===== src/rtl/synaptic_update_ctrl.sv =====
// Synapse SRAM sweep controller: reads N_PRE rows for one post-neuron and issues write-backs two cycles later.
// Optional macro SYNUPD_PASS_CNT_EN adds a saturating PASS_CNT output counting completed passes.
module synaptic_update_ctrl #(
  parameter  int N_PRE  = 256,
  parameter  int NEUR_W = 8,
  localparam int PRE_W  = $clog2(N_PRE),
  localparam int ADDR_W = NEUR_W + PRE_W
) (
  input  logic              CLK,
  input  logic              RST_N,
  input  logic              START,
  input  logic              ABORT,
  input  logic [NEUR_W-1:0] POST_IDX,
  input  logic              IS_TRAIN_IN,
  output logic              SRAM_RE,
  output logic [ADDR_W-1:0] SRAM_RADDR,
  output logic              SRAM_WE,
  output logic [ADDR_W-1:0] SRAM_WADDR,
  output logic              CTRL_TREF_EVENT,
  output logic              IS_TRAIN,
  output logic              BUSY,
  output logic              DONE
`ifdef SYNUPD_PASS_CNT_EN
  ,
  output logic [15:0]       PASS_CNT
`endif
);

  typedef enum logic [1:0] {S_IDLE, S_READ, S_DRAIN} state_t;

  localparam logic [PRE_W-1:0] PRE_LAST = PRE_W'(N_PRE - 1);

  state_t              state_q;
  logic [PRE_W-1:0]    pre_q;
  logic [NEUR_W-1:0]   post_q;
  logic                train_q;
  logic                aborted_q;
  logic                done_q;
  logic                rd_v1_q;
  logic [ADDR_W-1:0]   rd_a1_q;
  logic [ADDR_W-1:0]   last_raddr_q;
  logic                we_q;
  logic [ADDR_W-1:0]   waddr_q;

  logic                rd_d;
  logic [ADDR_W-1:0]   raddr_d;
  logic                pass_end_d;

  // ABORT suppresses the read in the very cycle it arrives, so the enable is gated combinationally.
  assign rd_d       = (state_q == S_READ) && !ABORT;
  assign raddr_d    = {post_q, pre_q};
  assign pass_end_d = (state_q == S_DRAIN) && !rd_v1_q;

  always_ff @(posedge CLK or negedge RST_N) begin
    if (!RST_N) begin
      state_q      <= S_IDLE;
      pre_q        <= '0;
      post_q       <= '0;
      train_q      <= 1'b0;
      aborted_q    <= 1'b0;
      done_q       <= 1'b0;
      rd_v1_q      <= 1'b0;
      rd_a1_q      <= '0;
      last_raddr_q <= '0;
      we_q         <= 1'b0;
      waddr_q      <= '0;
    end else begin
      done_q  <= 1'b0;
      rd_v1_q <= rd_d;
      if (rd_d) begin
        rd_a1_q      <= raddr_d;
        last_raddr_q <= raddr_d;
      end
      we_q <= rd_v1_q;
      if (rd_v1_q) waddr_q <= rd_a1_q;

      case (state_q)
        S_IDLE: begin
          if (START && !ABORT) begin
            state_q   <= S_READ;
            pre_q     <= '0;
            post_q    <= POST_IDX;
            train_q   <= IS_TRAIN_IN;
            aborted_q <= 1'b0;
          end
        end
        S_READ: begin
          if (ABORT) begin
            state_q   <= S_DRAIN;
            aborted_q <= 1'b1;
          end else if (pre_q == PRE_LAST) begin
            state_q <= S_DRAIN;
          end else begin
            pre_q <= pre_q + PRE_W'(1);
          end
        end
        S_DRAIN: begin
          // The last write-back is already in we_q once nothing is left in the read stage.
          if (!rd_v1_q) begin
            state_q <= S_IDLE;
            train_q <= 1'b0;
            done_q  <= !aborted_q;
          end
        end
        default: state_q <= S_IDLE;
      endcase
    end
  end

`ifdef SYNUPD_PASS_CNT_EN
  logic [15:0] pass_cnt_q;

  always_ff @(posedge CLK or negedge RST_N) begin
    if (!RST_N) begin
      pass_cnt_q <= '0;
    end else if (pass_end_d && !aborted_q && (pass_cnt_q != 16'hFFFF)) begin
      pass_cnt_q <= pass_cnt_q + 16'd1;
    end
  end

  assign PASS_CNT = pass_cnt_q;
`else
  logic unused_pass_end;
  assign unused_pass_end = pass_end_d;
`endif

  assign SRAM_RE         = rd_d;
  assign SRAM_RADDR      = rd_d ? raddr_d : last_raddr_q;
  assign SRAM_WE         = we_q;
  assign SRAM_WADDR      = waddr_q;
  assign CTRL_TREF_EVENT = we_q;
  assign IS_TRAIN        = train_q;
  assign BUSY            = (state_q != S_IDLE);
  assign DONE            = done_q;

endmodule


===== config.mk =====
export PLATFORM = sky130hd
export DESIGN_NAME = synaptic_update_ctrl
export DESIGN_NICKNAME = d
export VERILOG_FILES = /design/src/rtl/synaptic_update_ctrl.sv
export SDC_FILE = /design/constraint.sdc
export NUM_CORES = 1
export LEC_CHECK = 0
export ABC_AREA = 0
export CAP_MARGIN = 0
export CORE_ASPECT_RATIO = 0.5
export CORE_MARGIN = 1
export CORE_UTILIZATION = 46
export DETAILED_ROUTE_END_ITERATION = 6
export MAX_ROUTING_LAYER = met4
export PLACE_DENSITY_LB_ADDON = 0.2
export SYNTH_ARGS = -nofsm -noshare
export SYNTH_HDL_FRONTEND = slang
export SYNTH_SLANG_ARGS = --single-unit

===== constraint.sdc =====
create_clock -name CLK -period 1.4 [get_ports CLK]
set_clock_uncertainty 0.05 [all_clocks]
set_input_delay 0.14 -clock CLK [delete_from_list [all_inputs] [get_ports CLK]]
set_output_delay 0.14 -clock CLK [all_outputs]
set_load 0.005 [all_outputs]

* Word level (Yosys, flattened, before mapping)
Index checks and enable logic that the tools add are counted.
** Operators by class
- Add/subtract/negate cells :: 1
- $mul :: 0
- Divide/modulo/power cells :: 0
- Magnitude comparators :: 0
- Equal/unequal tests :: 9
- Shifts and indexed selects :: 0
- Muxes and demuxes :: 18
- Bitwise operators :: 0
- Reduce and logical (&&, ||, !) cells :: 13
** Operators with widths (count)
- 8-bit 2-to-1 mux :: 3
- 16-bit 2-to-1 mux :: 1
- 8-bit one-hot mux with 2 select lines :: 1
- 2-bit inequality test, second input constant :: 5
- 3-bit AND reduction :: 3
- 8-bit by 1-bit adder with 8-bit output, second input constant :: 1
- 8-bit equality test, second input constant :: 1
- 2-bit 2-to-1 mux :: 4
- 1-bit 2-to-1 mux :: 6
- 2-bit one-hot mux with 3 select lines :: 1
- 2-bit nonzero test :: 3
- 1-bit one-hot mux with 2 select lines :: 2
- 4-bit AND reduction :: 1
- 3-bit by 2-bit inequality test with 1-bit output, second input constant :: 1
- 2-bit by 1-bit equality test with 1-bit output, second input constant :: 1
- 2-bit equality test, second input constant :: 1
- 1-bit logical AND :: 2
- 1-bit logical NOT :: 2
- 2-bit logical NOT :: 1
- 2-bit AND reduction :: 1
** Word-level totals
- Flip-flop bits (word level) :: 71
- Bits in latches :: 0
- Bits in writable memories :: 0
- ROM bits :: 0
- Input port bits :: 13
- Output and inout bits :: 38
- Logic and storage cells :: 52
- Memories kept :: 0

* Depth between registers and ports, before layout
- Depth in word-level cells :: 4
- Mapped depth :: 6
- Gate-level depth less buffers :: 5

* Worst setup path after synthesis
OpenSTA, ideal clock, no wires.
- Kind :: flip-flop to flip-flop
- Start point :: reg state_q[0]
- End point :: reg post_q[0]
- Library setup time :: 0.125 ns
- Arrival time :: 1.270 ns
- Required time :: 1.225 ns
- Setup slack :: -0.045 ns
- Stages on the path, launching flop included :: 5
- Path buffers :: 2
- Clock period less this slack :: 1.445 ns
- Cells stage by stage :: dfrtp_1 > buf_4 > nor4b_4 > buf_6 > mux2_2
** Between the ends
- Word-level cells in the longest chain between the ends :: 2
** RTL lines
- start: declaration :: line 33 : state_t state_q;
- start signal: assignment :: line 56 : state_q <= S_IDLE;
- start signal: assignment :: line 80 : state_q <= S_READ;
- start signal: assignment :: line 89 : state_q <= S_DRAIN;
- 2-bit logical NOT :: line 77 : case (state_q)
- 2-bit AND reduction (no line)
- end signal: assignment :: line 58 : post_q <= '0;
- end signal: assignment :: line 82 : post_q <= POST_IDX;
- end: declaration :: line 35 : logic [NEUR_W-1:0] post_q;
Every way passes these cells.
A chain may end at the register's enable or synchronous reset.

* Final worst setup path
- Start point :: reg state_q[1]
- End point :: out SRAM_RADDR[4]
** Between the ends
- Word-level cells in the longest chain between the ends :: 3
** RTL lines
- 2-bit by 1-bit equality test with 1-bit output :: line 50 : assign rd_d = (state_q == S_READ) && !ABORT;
- 1-bit logical AND :: line 50
- 16-bit 2-to-1 mux
- end: declaration :: line 16 : output logic [ADDR_W-1:0] SRAM_RADDR,
Every way passes these cells.

==> qor.yml <==
worst_setup_path:
  required_ps: 1210
  crit_path_max_fanout: 5
  crit_arrival_ps: 1560
  cp-end-kind: "output pin"
  startpoint_type: "flop"
  r2r_cells: 12
  crit_type: "reg2out"
synthesis:
  syn-num-nets: 254
  yosysUniqueCellTypes: 33
  ys.warnings.count: 0
  netlist_area_sq_mm: 0.00277
  yosysSeqAreaShare_pct: 64.1
  postSynthAreaPerCell_sq_um: 11.5
  syn_inst: 240
  synth.area.top_cells: "dfrtp_1 64%, nand2_1 12%, mux2_2 9.8%, o21ai_0 1.8%, buf_2 1.1%"
  ys_ff_latch: 71
  synth_top_area_share_pct: 64.1
  yosysTopAreaCell: "dfrtp_1"
global_routing:
  grt_use_met3_pct: 7.24
  grt_pass1_vias: 2596
  use_met2_pct: 46.4
  met1_usage_pct: 31.7
  grt_pass1_wl_microns: 12700
  antenna_found_initial: 0
  grt.overflow.total: 0
  busiest_layer: "met2"
  grtUsageTotal_pct: 27.8
  grt_max_degree: 44
cts:
  cts.sinks: 71
  cts_tree: "built"
  cts_buffers: 9
  htreeDepth: 3
  clkSlewWorstSetupHoldPaths_ps: 50
  cts_buffer_depth: 2
  clk-insertion-delay-late_ps: 340
  cts_root_buf: "clkbuf_16"
timing:
  finalHoldViolCount: 0
  finalCriticalPeriod_ps: 1750
  slew_violations: 0
  setup_viol: 45
  holdWs_ps: 198
  period_share_pct: 125
  maxClockFrequency_mhz: 570
  max-slew-margin-rel_pct: 75.6
  rsz0062_at_grt: "yes"
  worstMarginPinSlew_ps: 365
  fin_ws_ps: -354
outcome:
  status: "finished with violations"
  failed_checks: "design-rule violations, negative setup slack"
finish:
  regArea_sq_mm: 0.00178
  syn_to_final_growth_pct: 75.9
  multiInputGateArea_sq_mm: 0.00128
  fill_cells: 250
  antenna_cells: 0
  fin_area_sq_mm: 0.00487
  fin_nets: 398
  drive_above_1_share_pct: 55.5
floorplanning:
  start_util_pct: 49.2
  pin_count: 51
  die-area_sq_mm: 0.00636
  design.core.area_sq_mm: 0.00563
  rows: 19
  die_h_microns: 56.9
  die_w_microns: 112
placement:
  place_area_sq_mm: 0.00361
  portBuffers: 50
  gp_congestion: 0.835
  dpl.hpwl_microns: 4060
  pre_cts_ws_ps: -540
detailed_routing:
  vias: 2444
  remaining_drc_errors: 6
  drt_iter0_drc: 117
  drt-total-wl_microns: 8640
  via_per_inst: 5.29
  ant_nets: 0
  firstDrtPassIters: 6
  post_drt_wl_per_cell_microns: 18.7
pwr:
  p_per_area_mw_per_mm2: 1490
  internal_power_uw: 5250
  ir_drop_mv: 0.957
  pwr-share-seq_pct: 38.8
  combinationalPowerShare_pct: 29.6
  switching_share_pct: 27.5
  power_switching_uw: 1990
  p_leak_uw: 0.00276
  clkPwrFrac_pct: 31.6
min_path:
  hp-class: "in2async"
flow_run:
  maxCapViolCount: 0
-- area by class of cell --
class,count,area share (%)
clock buffer,10,4.90
clock inverter,6,1.23
inverter,3,0.334
multi-input combinational,155,26.2
sequential,71,36.5
tap,73,1.87
timing repair buffer,144,29.0
-- worst paths after layout --
| check | start | end | slack (ps) |
|---|---|---|---|
| worst max-delay path | state_q[1]$_DFFE_PN0P_ | SRAM_RADDR[4] | -350 |
| worst min-delay path | RST_N | SRAM_WADDR[3]$_DFFE_PN0P_ | 200 |
| worst max register to register | state_q[1]$_DFFE_PN0P_ | last_raddr_q[2]$_DFF_PN0_ | -340 |
| worst min register to register | rd_a1_q[0]$_DFFE_PN0N_ | rd_a1_q[0]$_DFFE_PN0N_ | 420 |
| max in group asynchronous | RST_N | rd_a1_q[4]$_DFFE_PN0N_ | 560 |
| min in group CLK | POST_IDX[2] | post_q[2]$_DFFE_PN0P_ | 370 |
-- registers in the layout (all words and copies together) (netlist names) --
name,cells
CTRL_TREF_EVENT,1
DONE,1
IS_TRAIN,1
SRAM_WADDR,16
aborted_q,1
last_raddr_q,16
post_q,8
pre_q,8
rd_a1_q,16
rd_v1_q,1
state_q,2
-- metal layers --
| layer | share of wire [%] | wire, microns |
|---|---|---|
| met5 | 0 | 0 |
| met4 | 3.6 | 313 |
| met3 | 5.1 | 443 |
| met2 | 51 | 4420 |
| met1 | 40 | 3450 |
-- metrics by stage --
stage                     utilization, %  setup TNS, ps  power, uW  cells
after floorplan                        -           -286       3350    240
after global placement              64.0         -12310       4140    385
after detailed placement            64.0         -14140       4200    385
after CTS                           81.5         -10980       7040    458
after global routing                86.5         -13590       7550    462
final                               86.5         -11440       7240    462
-- worst max-delay path: stages, from the launching register on --
cell     delay, ps
dfrtp_1        410
nor2_4         140
nand2_4         90
inv_4           90
buf_12         120
buf_12         130
nand2_2         70
nand2_2         80
buf_6           90
-- kinds of logic after synthesis --
group           count (synthesis)  share of synthesized area, %
simple gates                  109                          17.3
flops                          71                          64.1
mux                            24                          9.76
compound gates                 21                          5.19
buf+inv                        14                          3.21
fa+ha+maj                       1                         0.452
-- layout by cell type (no fill, tap or decap), types with 4 or more instances in the layout --
master,netlist,routed
buf_4,3,54
buf_2,6,11
nand2_1,88,52
clkbuf_16,0,9
clkdlybuf4s50_1,0,17
dlymetal6s2s_1,0,10
dfrtp_1,71,71
dlygate4sd2_1,0,4
nand2_4,0,23
nor2_1,5,4
nand2_2,2,15
buf_12,0,5
mux2_2,24,16
mux2_4,0,8
buf_6,2,40
-- synth_stat cells --
cell type	number
a31oi_1	2
mux2_2	24
o41ai_1	2
inv_1	1
ha_1	1
nor4b_4	1
o221ai_2	1
a21oi_1	1
nand3_1	2
dfrtp_1	71
and3_2	1
o21a_1	1
buf_2	6
o31ai_1	2
o22ai_2	1
buf_6	2
inv_4	1
o21ai_0	10
nand2_2	2
nand2b_1	1
and3_1	1
nor2_1	5
inv_2	1
or2_2	2
nor2b_1	1
nand4_1	1
nand2_1	88
nand4_2	1
buf_4	3
and2_1	1
nor2_4	1
a22o_1	1
nor3b_1	1
-- what timing repair did --
item / 4_1_cts / 5_1_grt
setup endpoints to repair: 41 / 58
cloned: 2 / 0
setup buffers: 54 / 14
pin swaps: 37 / 28
hold endpoints to repair: 13 / 0
gates resized for setup: 164 / 66
hold buffers: 1 / 0
-- power groups by stage --
| stage | clock network (uW) | logic, uW | registers [uW] |
|---|---|---|---|
| floorplan | 0 | 605 | 2750 |
| global placement | 0 | 1380 | 2760 |
| detailed placement | 0 | 1420 | 2780 |
| CTS | 2310 | 1940 | 2780 |
| global route | 2400 | 2290 | 2850 |
| finish | 2280 | 2150 | 2810 |
Power figures use the tool's default switching activity.
